File: src/rtl/frame_read_sm.sv
// Frame buffer readout: issues one frame of sequential RAM reads on start and streams the
// pixels through a 2-entry skid buffer with sof/eol/eof markers, then waits for ack.
module frame_read_sm #(
  parameter int FRAME_W = 320,
  parameter int FRAME_H = 240,
  parameter int ADDR_W  = 17,
  parameter int DATA_W  = 16
) (
  input  logic              clk,
  input  logic              reset,
  input  logic              start,
  input  logic              ack,
  output logic              ren,
  output logic [ADDR_W-1:0] rd_addr,
  input  logic [DATA_W-1:0] rd_data,
  output logic [DATA_W-1:0] pix_data,
  output logic              pix_valid,
  input  logic              pix_ready,
  output logic              pix_sof,
  output logic              pix_eol,
  output logic              pix_eof,
  output logic              started,
  output logic              done,
  output logic              error
);
  localparam int CW = (FRAME_W > 1) ? $clog2(FRAME_W) : 1;
  localparam int RW = (FRAME_H > 1) ? $clog2(FRAME_H) : 1;
  localparam logic [ADDR_W-1:0] LAST_ADDR = ADDR_W'(FRAME_W*FRAME_H-1);
  localparam logic [CW-1:0]     LAST_COL  = CW'(FRAME_W-1);
  localparam logic [RW-1:0]     LAST_ROW  = RW'(FRAME_H-1);

  typedef enum logic [2:0] {
    ST_RESET = 3'd0,
    ST_WAIT  = 3'd1,
    ST_READ  = 3'd2,
    ST_DRAIN = 3'd3,
    ST_DONE  = 3'd4,
    ST_ERROR = 3'd5
  } state_e;

  state_e            state_q, state_d;
  logic [ADDR_W-1:0] addr_q;
  logic [DATA_W-1:0] buf_q [2];
  logic              wptr_q, rptr_q, infl_q;
  logic [1:0]        cnt_q, occ_nxt;
  logic [CW-1:0]     col_q;
  logic [RW-1:0]     row_q;
  logic              push, pop, last_rd;

  assign push      = infl_q;
  assign pop       = pix_valid & pix_ready;
  assign pix_valid = (cnt_q != 2'd0);
  assign pix_data  = buf_q[rptr_q];
  assign rd_addr   = addr_q;

  // Occupancy after this edge if no new read is issued; counts data still in the RAM pipe.
  assign occ_nxt = cnt_q + {1'b0, infl_q} - {1'b0, pop};
  assign ren     = (state_q == ST_READ) && (occ_nxt < 2'd2);
  assign last_rd = ren && (addr_q == LAST_ADDR);

  assign pix_sof = pix_valid && (col_q == '0) && (row_q == '0);
  assign pix_eol = pix_valid && (col_q == LAST_COL);
  assign pix_eof = pix_eol && (row_q == LAST_ROW);

  assign started = (state_q == ST_READ) || (state_q == ST_DRAIN);
  assign done    = (state_q == ST_DONE);
  assign error   = (state_q == ST_ERROR);

  always_comb begin
    state_d = state_q;
    case (state_q)
      ST_RESET: state_d = ST_WAIT;
      ST_WAIT:  if (start) state_d = ST_READ;
      ST_READ:  if (last_rd) state_d = ST_DRAIN;
      // Leave as the final pixel transfers so done follows eof without a bubble.
      ST_DRAIN: if (occ_nxt == 2'd0) state_d = ST_DONE;
      ST_DONE:  if (ack) state_d = ST_WAIT;
      ST_ERROR: state_d = ST_ERROR;
      default:  state_d = ST_ERROR;
    endcase
  end

  always_ff @(posedge clk or negedge reset) begin
    if (!reset) begin
      state_q  <= ST_RESET;
      addr_q   <= '0;
      buf_q[0] <= '0;
      buf_q[1] <= '0;
      wptr_q   <= 1'b0;
      rptr_q   <= 1'b0;
      infl_q   <= 1'b0;
      cnt_q    <= 2'd0;
      col_q    <= '0;
      row_q    <= '0;
    end else begin
      state_q <= state_d;
      infl_q  <= ren;
      if (state_q == ST_WAIT) addr_q <= '0;
      else if (ren)           addr_q <= last_rd ? '0 : addr_q + ADDR_W'(1);
      if (push) begin
        buf_q[wptr_q] <= rd_data;
        wptr_q        <= ~wptr_q;
      end
      if (pop) rptr_q <= ~rptr_q;
      cnt_q <= cnt_q + {1'b0, push} - {1'b0, pop};
      if (pop) begin
        if (col_q == LAST_COL) begin
          col_q <= '0;
          row_q <= (row_q == LAST_ROW) ? '0 : row_q + RW'(1);
        end else begin
          col_q <= col_q + CW'(1);
        end
      end else if (!started) begin
        col_q <= '0;
        row_q <= '0;
      end
    end
  end
endmodule

File: config.mk
export PLATFORM = sky130hd
export DESIGN_NAME = frame_read_sm
export DESIGN_NICKNAME = d
export VERILOG_FILES = /design/src/rtl/frame_read_sm.sv
export SDC_FILE = /design/constraint.sdc
export NUM_CORES = 1
export LEC_CHECK = 0
export CORE_AREA = 4 4 138 87
export DETAILED_ROUTE_END_ITERATION = 10
export DIE_AREA = 0 0 142 91
export GPL_TIMING_DRIVEN = 0
export PLACE_DENSITY = 0.69
export REMOVE_ABC_BUFFERS = 1
export SKIP_LAST_GASP = 1
export SLEW_MARGIN = 10
export SYNTH_ARGS = -nofsm -noshare
export SYNTH_HDL_FRONTEND = slang
export SYNTH_SLANG_ARGS = --single-unit
export TNS_END_PERCENT = 20
File: constraint.sdc
create_clock -name clk -period 2.2 [get_ports clk]
set_input_delay 0.44 -clock clk [delete_from_list [all_inputs] [get_ports clk]]
set_output_delay 0.44 -clock clk [all_outputs]
set_load 0.02 [all_outputs]
==> results.md <==
* Clock Latency Late Sink at 0.33 ns
* Reg2Reg Depth at 12
* Fill count at 965
* Layout cells sized above 1 at a little over a quarter
* Largest net degree at the start of global routing at 49
* Yosys reg bits at 74
* Final worst slack at -0.2220 ns
* Number of I/O pins at 62
* Crit Reg-Reg Endpoint: rd_addr[7]
* Worst Path Max Fanout at 3
* TritonCTS clock tree: yes
* Max-cap viol count at 0
* N_diodes at 0
* Buffers added on ports at a little over 60
* First-pass GRT wire length at roughly 15000 um
* CP Cell Sequence: o21ai_4 -> inv_4 -> ha_4 -> inv_2 -> ha_4 -> xnor3_2 -> nand2_4 -> inv_6 -> buf_6
* Main flop type after synthesis: dfrtp_1
* Total number of vias at approximately 2900
* Post-DP HPWL at 6125 um
* Reg2reg setup slack at -0.20 ns
* Die Width at roughly 140 um
* GR Util All Layers at between 10% and 20%
* Max-slew violations at 0
* Final number of hold-violating endpoints at 0
* Leading cell type in the layout, fill and taps excluded: dfrtp_1
* Worst-path clk slew at roughly 0.060 ns
* Reg2reg start: cnt_q[1]
* Share of the yosys chip area belonging to registers at 49.97%
* CP required at roughly 1.8 ns
* Pre-Repair DR Iteration Count at 4
* Vias in the first global route at roughly 3000
* 1st-iter DRT viols at 122
* CTS max path bufs at 2
* Most used cells in the layout excluding fill and tap cells: 69 x dfrtp_1, 52 x clkdlybuf4s50_1, 49 x mux2_2, 30 x nand2_1, 28 x nor2_1
* Leak at around 0.0022 uW
* CTS Root Buffer Type: clkbuf_16
* Yosys warns at 0
* Power after layout at 5314 uW
* CP Data Arrival Time at slightly below 2 ns
* Final setup fails at 33
* Worst Setup Path Type: flop to output pin
* Post-DRT Antenna Nets at 0
* Slew @ Worst Pin at roughly 0.75 ns
* CTS Buf Count at 9
* CP peak stage delay at between 0.4 and 0.5 ns
* Failing checks: setup timing
* Post-Syn Instances at roughly 350
* Yosys cell types at between 40 and 50
* Final net count at approximately 460
* CP Capture Type: output pin
* Core area at 10560 um2
* DIE AREA at ~13000 um2
* Syn_area_per_cell at approximately 11 um2
* RSZ-0062 raised after global routing: yes
* Max Freq at 412.9 MHz
* EDFF count, synth at 0
* Gr ovfl total at 0
* Status: finished with violations
* Synth Cell Area at roughly 3700 um2
* Max VDD drop at 0.5212 mV
* Cts hold-fix bufs at 0
* Slowest stage cell, crit path: dfrtp_1
* Worst slew margin at between 50% and 60%
* DRC at 0
* Initial antenna violation count at 0
* Starting density of the core at 35.10%
* Clock sinks at 74
* Total wire length at 9369 um
* Final Wtd Congestion at 0.8163
* Std cell rows at 29
* DIE HEIGHT at between 90 and 100 um
* Area growth syn-to-layout at 36.70%
* Share of flip-flops with an asynchronous set or reset at 100.0%
* Setup crit start kind: flop
* Final worst-path cycle share at 110.1%
* Vias/cell at between 5 and 6
* Setup Skew at between 0.004 and 0.005 ns
* Min Clock Period, post-route at roughly 2.4 ns
* Setup_tns at -2.974 ns
* Wire per inst at 16.24 um
* PD cells at around 1000 nW/um2
* Htree depth at 3
* CP dominant cell by count: ha_4
* Fin cells at 577
* Worst Hold Class: input port to async pin
* Cell count after placement at 540
==> critical path: cells and delay by family (launching register included) <==
family | cells | cell delay (ns)
xor gates and xnor gates | 1 | 0.26
AOI/OAI and AO/OA | 1 | 0.19
and+or+nand+nor | 1 | 0.09
adders and majority gates | 2 | 0.39
buffers and inverters | 4 | 0.30
DFF | 1 | 0.41
==> worst max-delay path by stage <==
stage                         start          to  slack [ns]
final                      cnt_q[1]         ren       -0.22
after global routing       cnt_q[1]         ren       -0.30
after CTS                  cnt_q[1]         ren       -0.22
after detailed placement  pix_ready  rd_addr[7]       -1.46
after global placement        reset    buf_q[4]       -1.86
after floorplan            cnt_q[0]  rd_addr[7]       -0.52
==> stage by stage <==
step / util [%] / instance area [um2] / hold slack, ns / worst slack [ns]
after floorplan: - / 3669 / 0.1444 / -0.5236
after detailed placement: 42.54 / 4492 / 0.3927 / -1.462
after global routing: 47.98 / 5066 / 0.04946 / -0.3010
final: 47.98 / 5066 / 0.02427 / -0.2220
after global placement: 42.17 / 4453 / 0.4755 / -1.856
after CTS: 46.38 / 4897 / 0.02898 / -0.2156
==> kinds of logic (layout without fill, tap and decap cells) <==
| family | after synthesis | in the layout | share of synthesized area (%) |
|---|---|---|---|
| AND/OR/NAND/NOR | 123 | 123 | 16.75 |
| flip-flops | 74 | 74 | 49.97 |
| AO/OA/AOI/OAI | 54 | 54 | 9.183 |
| multiplexers | 50 | 50 | 15.16 |
| buffers and inverters | 23 | 114 | 2.431 |
| XOR/XNOR | 16 | 16 | 4.152 |
| adder cells (fa/ha/maj) | 7 | 7 | 2.363 |
==> per-layer routing <==
metal	track usage, %	wire [um]	vias to the layer above
met2	22.06	4194	104
met1	20.70	4413	1424
met5	0	0	-
met3	4.987	654	10
li1	-	-	1407
met4	3.674	108	0
==> power by group <==
group	switching (uW)	internal, uW	leakage (uW)
sequential	194	1620	0.000959
clock	524	899	0.000142
combinational	999	1080	0.00114
total	1720	3600	0.00224
==> area by class of cell <==
| type | count | area, um2 | area share (%) |
|---|---|---|---|
| multi-input combinational | 250 | 1862 | 36.75 |
| sequential | 74 | 1861 | 36.73 |
| timing repair buffer | 85 | 823.3 | 16.25 |
| clock buffer | 12 | 246.5 | 4.865 |
| tap | 139 | 173.9 | 3.433 |
| inverter | 14 | 60.06 | 1.185 |
| clock inverter | 3 | 40.04 | 0.7903 |
==> registers in the layout, indices dropped and copies added, names as in the netlist <==
name     count
buf_q       32
cnt_q        2
col_q        9
infl_q       1
rd_addr     17
row_q        8
rptr_q       1
state_q      3
wptr_q       1
==> repair_timing <==
action / in CTS / in global routing
setup buffers: 7 / 15
endpoints found under the setup margin: 42 / 40
pin swaps: 3 / 3
gates resized for setup: 34 / 18
==> cell usage after synthesis, drive strengths merged (4+ instances only) <==
cell,count,share of area [%]
o31ai,4,1.2
o21ai,26,3.6
ha,7,2.4
inv,14,1.4
nor2,29,3.0
and3,9,1.5
xor2,11,2.6
dfrtp,74,50
nor3,6,0.81
clkbuf,6,0.61
mux2,49,15
a21oi,12,1.6
nand3,19,2.6
nand2,31,3.1
nand4,6,1.0
xnor2,4,0.95
nor3b,5,1.0
No activity file was read; power rests on OpenSTA's default activity.
